**config.mk**
```make
export PLATFORM = sky130hd
export DESIGN_NAME = alu_arbiter
export DESIGN_NICKNAME = d
export VERILOG_FILES = /design/src/rtl/alu_arbiter.sv
export SDC_FILE = /design/constraint.sdc
export NUM_CORES = 1
export LEC_CHECK = 0
export BUFFER_PORTS_ARGS = -buffer_cell sky130_fd_sc_hd__buf_2
export CAP_MARGIN = 20
export CORE_UTILIZATION = 40
export CTS_BUF_LIST = sky130_fd_sc_hd__clkbuf_4 sky130_fd_sc_hd__clkbuf_8
export DETAILED_ROUTE_END_ITERATION = 8
export GPL_TIMING_DRIVEN = 0
export PLACE_DENSITY = 0.78
export SETUP_SLACK_MARGIN = 0.4
export SLEW_MARGIN = 40
export SYNTH_ARGS = -nofsm -noshare
export SYNTH_HDL_FRONTEND = slang
export SYNTH_SLANG_ARGS = --single-unit
```
**constraint.sdc**
```tcl
create_clock -name clock -period 1.3 [get_ports clock]
set_input_delay 0.13 -clock clock [delete_from_list [all_inputs] [get_ports clock]]
set_output_delay 0.13 -clock clock [all_outputs]
set_load 0.005 [all_outputs]
```
**src/rtl/alu_arbiter.sv**
```systemverilog
// Round-robin arbiter sharing one registered ALU between requesters A and B.
// Each operation walks IDLE -> ISSUE -> WAIT -> RESP; operands are latched on grant.
module alu_arbiter #(
    parameter int unsigned WIDTH = 32
) (
    input  logic             clock,
    input  logic             reset,
    input  logic             reqA,
    input  logic             reqB,
    input  logic [3:0]       opA,
    input  logic [3:0]       opB,
    input  logic [WIDTH-1:0] aA,
    input  logic [WIDTH-1:0] bA,
    input  logic [WIDTH-1:0] aB,
    input  logic [WIDTH-1:0] bB,
    output logic             grantA,
    output logic             grantB,
    output logic             doneA,
    output logic             doneB,
    output logic [WIDTH-1:0] rsp_result,
    output logic             rsp_carry,
    output logic             rsp_zero,
    output logic             busy,
    output logic [WIDTH-1:0] alu_inOne,
    output logic [WIDTH-1:0] alu_inTwo,
    output logic [3:0]       alu_opcode,
    input  logic [WIDTH-1:0] alu_result,
    input  logic             alu_carry,
    input  logic             alu_zero
);

    typedef enum logic [1:0] {StIdle, StIssue, StWait, StResp} state_e;

    state_e             state_q, state_d;
    logic               ownerB_q, ownerB_d;
    logic               lastB_q, lastB_d;
    logic               pickB;
    logic               grantA_q, grantA_d, grantB_q, grantB_d;
    logic               doneA_q, doneA_d, doneB_q, doneB_d;
    logic [WIDTH-1:0]   aluOne_q, aluOne_d, aluTwo_q, aluTwo_d;
    logic [3:0]         aluOp_q, aluOp_d;
    logic [WIDTH-1:0]   rspResult_q, rspResult_d;
    logic               rspCarry_q, rspCarry_d, rspZero_q, rspZero_d;

    always_comb begin
        state_d     = state_q;
        ownerB_d    = ownerB_q;
        lastB_d     = lastB_q;
        aluOne_d    = aluOne_q;
        aluTwo_d    = aluTwo_q;
        aluOp_d     = aluOp_q;
        rspResult_d = rspResult_q;
        rspCarry_d  = rspCarry_q;
        rspZero_d   = rspZero_q;
        grantA_d    = 1'b0;
        grantB_d    = 1'b0;
        doneA_d     = 1'b0;
        doneB_d     = 1'b0;
        // On a tie, B wins only if A was granted last.
        pickB       = reqB && (!reqA || !lastB_q);

        unique case (state_q)
            StIdle: begin
                if (reqA || reqB) begin
                    state_d  = StIssue;
                    ownerB_d = pickB;
                    lastB_d  = pickB;
                    aluOp_d  = pickB ? opB : opA;
                    aluOne_d = pickB ? aB : aA;
                    aluTwo_d = pickB ? bB : bA;
                    grantA_d = !pickB;
                    grantB_d = pickB;
                end
            end
            StIssue: state_d = StWait;
            StWait: begin
                state_d     = StResp;
                rspResult_d = alu_result;
                rspCarry_d  = alu_carry;
                rspZero_d   = alu_zero;
                doneA_d     = !ownerB_q;
                doneB_d     = ownerB_q;
            end
            StResp:  state_d = StIdle;
            default: state_d = StIdle;
        endcase
    end

    always_ff @(posedge clock) begin
        if (!reset) begin
            state_q     <= StIdle;
            ownerB_q    <= 1'b0;
            lastB_q     <= 1'b1;
            aluOne_q    <= '0;
            aluTwo_q    <= '0;
            aluOp_q     <= 4'b0000;
            rspResult_q <= '0;
            rspCarry_q  <= 1'b0;
            rspZero_q   <= 1'b0;
            grantA_q    <= 1'b0;
            grantB_q    <= 1'b0;
            doneA_q     <= 1'b0;
            doneB_q     <= 1'b0;
        end else begin
            state_q     <= state_d;
            ownerB_q    <= ownerB_d;
            lastB_q     <= lastB_d;
            aluOne_q    <= aluOne_d;
            aluTwo_q    <= aluTwo_d;
            aluOp_q     <= aluOp_d;
            rspResult_q <= rspResult_d;
            rspCarry_q  <= rspCarry_d;
            rspZero_q   <= rspZero_d;
            grantA_q    <= grantA_d;
            grantB_q    <= grantB_d;
            doneA_q     <= doneA_d;
            doneB_q     <= doneB_d;
        end
    end

    assign grantA     = grantA_q;
    assign grantB     = grantB_q;
    assign doneA      = doneA_q;
    assign doneB      = doneB_q;
    assign busy       = (state_q != StIdle);
    assign rsp_result = rspResult_q;
    assign rsp_carry  = rspCarry_q;
    assign rsp_zero   = rspZero_q;
    assign alu_inOne  = aluOne_q;
    assign alu_inTwo  = aluTwo_q;
    assign alu_opcode = aluOp_q;

endmodule
```
==> results.txt <==
The number of endpoints with negative hold slack in the final report came out at 1. The number of max-slew violations in the final report came out at 0. On the critical path the largest part of the delay comes from compound AO/OA/AOI/OAI gates. The number of levels in the clock H-tree came out at 3.

The number of core rows came out at 38. The tightest min-delay check is of the input pin to flop type. The relative slew slack came out at 40.5%. The number of global-route vias before repair came out at 5731.

The area of the multi-input gates came out at 2680 sq um. The analysis attributes to cell leakage a power of 4.23 nW. The half-perimeter wire length after detailed placement came out at 10300 um. For this run, the number of Yosys warnings is 0. In this run, the number of DRC markers left after iteration 0 of detailed routing was 585. The post-place instance area is 6350 sq um.

The area of the core is 11000 sq um. The initial antenna violation count came out at 2. The number of placed I/O pins is 281.

The smallest clock period supported by the final layout is computed as 1.60 ns. The number of standard cells in the final layout excluding fillers is 1122. The worst hold path passes through 3 cells. From synthesis to final layout, the design area changed by 104%. After global routing the overflow that remains totals 0. The largest individual stage delay along the critical path comes from the cell sky130_fd_sc_hd__dfxtp_2. Cells with a size suffix above 1 make up 68.5% of the layout.

The most prevalent standard cell on the critical path is sky130_fd_sc_hd__buf_8. The worst hold endpoint is rsp_result[18]. After routing, the total negative slack on setup checks comes to -10.17 ns.

TritonCTS built the clock tree. Setup violations remaining at the end of the flow were counted as 101. Setup repair after global routing could not meet its margin everywhere. The number of nets in the synthesized netlist is 701. The critical path is of the flop to flop type. The number of port buffers is 277. The vertical die dimension is 109 um. The flow ran to the end, but the final reports show violations. For this run, design rule violations remaining after detail routing come to 0. The total non-filler cell area in the finished layout came out at 9360 sq um. The worst voltage drop across the vdd grid came out at 1.12 mV. The clock passes through at most 2 buffers. Of the available clock period, the critical path in the final layout requires 123%. The critical path starts at state_q[0]. The biggest area contributor in the post-synthesis netlist is sky130_fd_sc_hd__dfxtp_1.

STA classifies the critical path startpoint as a flop. The routability congestion estimate from global placement came out at 0.845. The sequential share of the synthesized area is 48.0%. The data required time at the worst endpoint came out at 1.59 ns. The TritonCTS sink count is 110. The maximum number of pins on one net before global-route repair came out at 20. Summed over its instances, the top area cell type makes up 48.0% of the synthesized netlist area. The total CTS buffers came out at 9. The utilization after layout came out at 84.8%.

The minimum hold slack is -0.00406 ns. The peak per-stage delay on the critical path is 0.36 ns. The total global routing track utilization came out at 30.2%. The final reports fail on negative hold slack, negative setup slack.

The full die area came out at 11900 sq um. The transition time at the pin with the least slew margin is 0.893 ns. The critical path data arrival time is 1.88 ns.

The flip-flop and latch area came out at 2340 sq um. The internal reg-to-reg setup slack is -0.30 ns. Dividing total power by cell area gives a power density of 1980 nW/um^2. The tree is rooted in a sky130_fd_sc_hd__clkbuf_8. Once the floorplan was initialized, standard cells occupied 41.6% of the core. The number of register bits inferred by synthesis came out at 110.

In the post-synthesis netlist, the biggest area contributors are sky130_fd_sc_hd__dfxtp_1 48%, sky130_fd_sc_hd__a21oi_1 14%, sky130_fd_sc_hd__mux2i_1 7.4%. The number of maximum-capacitance constraint violations is 0. In this run the critical register-to-register path is captured at alu_inOne[9]. The number of vias per cell after detailed routing is 5.58.

The total wire length came out at 23700 um. The critical path contains buffers and inverters numbering 4 combined. The layout has 550 filler cells. In this run, placement finished with an instance count of 942.

The detailed-routing iteration count for the pre-antenna-repair pass came out at 5. The first-pass GRT wire length is 27500 um. The number of different library cells in the post-synthesis netlist is 28. The insertion delay to the later sink of the worst-skew pair is 0.40 ns.

The clock-pin transition on the worst setup and hold timing paths is 0.13 ns. The remaining antenna violation count is 0. The maximum net fanout on the critical path is 7. In this run the critical register-to-register path is launched from state_q[0]. The worst setup path is captured at a flop.

The combined area of all synthesized cells is 4590 sq um. The cell depth of the worst flop-to-flop path came out at 8. The count of vias placed by the detailed router came out at 6266.

The horizontal extent of the die came out at 109 um. The final net count came out at 1151. In this run the most critical hold path is launched from alu_result[18].

The mean routed wirelength per cell came out at 21.1 um. For the final database, setup skew stands at 0.0224 ns. After technology mapping, the gate count stands at 525. The average size of a mapped cell is 8.74 sq um. Traced cell by cell, the critical path runs through inv_2, ha_4, buf_8, o21a_4, buf_8, buf_8, o21ai_2, a21oi_2. The maximum clock frequency is 0.626 GHz.

Once routing completed, OpenROAD measured the worst setup slack at -0.297 ns.
==> cell type report <==
type | instances | area share, %
Timing Repair Buffer | 439 | 36.4
Tap cell | 140 | 1.87
Sequential cell | 110 | 25.0
Inverter | 4 | 0.187
Multi-Input combinational cell | 363 | 28.7
Clock buffer | 10 | 1.40
Clock inverter | 6 | 0.816
Antenna cell | 2 | 0.0535
Buffer | 48 | 5.70
==> flip-flops by register name, indices dropped and copies added, names as in the netlist <==
name	cells
doneA	1
rsp_carry	1
grantA	1
alu_opcode	4
doneB	1
state_q	2
lastB_q	1
alu_inOne	32
grantB	1
alu_inTwo	32
ownerB_q	1
rsp_zero	1
rsp_result	32
==> kinds of logic (layout without fill, tap and decap cells) <==
group | Yosys count | count (layout) | share of synthesized area (%)
AO/OA/AOI/OAI | 216 | 216 | 25.4
AND/OR/NAND/NOR | 111 | 111 | 11.3
flip-flops | 110 | 110 | 48.0
buffers and inverters | 52 | 507 | 7.34
multiplexers | 34 | 34 | 7.42
adder cells (fa/ha/maj) | 2 | 2 | 0.545
other | 0 | 2 | 0
==> cell usage after synthesis (all sizes together) <==
master / count
a21oi: 139
nand2: 69
ha: 2
nor3: 1
o31ai: 1
dfxtp: 110
a21bo: 1
buf: 31
nor2b: 35
clkbuf: 17
a21boi: 2
nor2: 1
o21ai: 71
mux2i: 34
a22oi: 1
inv: 4
or4: 1
and3: 3
nand3: 1
o21a: 1
==> power by group <==
part | total, mW | switching, mW | internal [mW]
Sequential | 5.38 | 0.777 | 4.61
Combinational | 10.8 | 4.89 | 5.92
Clock | 2.33 | 1.38 | 0.952
Total | 18.5 | 7.04 | 11.5
==> stage by stage <==
step | power [mW] | worst slack [ns] | hold slack (ns)
finish | 18.5 | -0.297 | -0.00406
global route | 19.4 | -0.436 | 0.000643
CTS | 15.6 | -0.0989 | 0.0000840
detailed placement | 10.6 | -0.170 | 0.372
global placement | 10.5 | -0.159 | 0.369
floorplan | 8.58 | -0.0546 | 0.265
==> timing repair <==
| item | 4_1_cts | 5_1_grt |
|---|---|---|
| setup buffers | 53 | 25 |
| gates cloned | 8 | 2 |
| hold buffers | 72 | 2 |
| pin swaps | 5 | 13 |
| resized for setup | 190 | 139 |
| setup endpoints to repair | 217 | 217 |
| hold endpoints to repair | 71 | 2 |
==> worst max-delay path by stage <==
stage          slack (ns)            end  depth (start not counted)
4_1_cts              -0.1     state_q[1]                          6
6_report            -0.30   alu_inOne[9]                          8
2_1_floorplan       -0.05     state_q[1]                          6
3_5_place_dp        -0.17  alu_inTwo[24]                          8
3_3_place_gp        -0.16  alu_inOne[10]                          8
5_1_grt             -0.44   alu_inOne[5]                          8
==> layout by cell type, fill, tap and decap left out, types with 29 or more instances in the layout <==
cell type	Yosys	final
sky130_fd_sc_hd__nand2_1	69	69
sky130_fd_sc_hd__o21ai_2	0	52
sky130_fd_sc_hd__dlygate4sd3_1	0	74
sky130_fd_sc_hd__dfxtp_2	0	104
sky130_fd_sc_hd__mux2i_1	34	29
sky130_fd_sc_hd__nor2b_1	35	35
sky130_fd_sc_hd__buf_6	15	90
sky130_fd_sc_hd__buf_4	3	74
sky130_fd_sc_hd__a21oi_2	10	65
sky130_fd_sc_hd__buf_2	12	213
sky130_fd_sc_hd__a21oi_1	129	71
==> worst reg2reg max path: stages, from the launching register on <==
cell and delay, ns:
sky130_fd_sc_hd__dfxtp_2 0.36, sky130_fd_sc_hd__inv_2 0.05, sky130_fd_sc_hd__ha_4 0.15, sky130_fd_sc_hd__buf_8 0.13, sky130_fd_sc_hd__o21a_4 0.13, sky130_fd_sc_hd__buf_8 0.15, sky130_fd_sc_hd__buf_8 0.14, sky130_fd_sc_hd__o21ai_2 0.31
sky130_fd_sc_hd__a21oi_2 0.06
==> layer usage <==
layer / part of all wire, % / vias to the layer above / GRT usage [%] / wire length [um]
li1: - / 2708 / - / -
met1: 34 / 2935 / 31.8 / 7990
met2: 50 / 448 / 55.3 / 11800
met3: 9.1 / 175 / 6.10 / 2150
met4: 7.4 / 0 / 18.1 / 1760
met5: 0 / - / 0 / 0
Power figures use the tool's default switching activity.
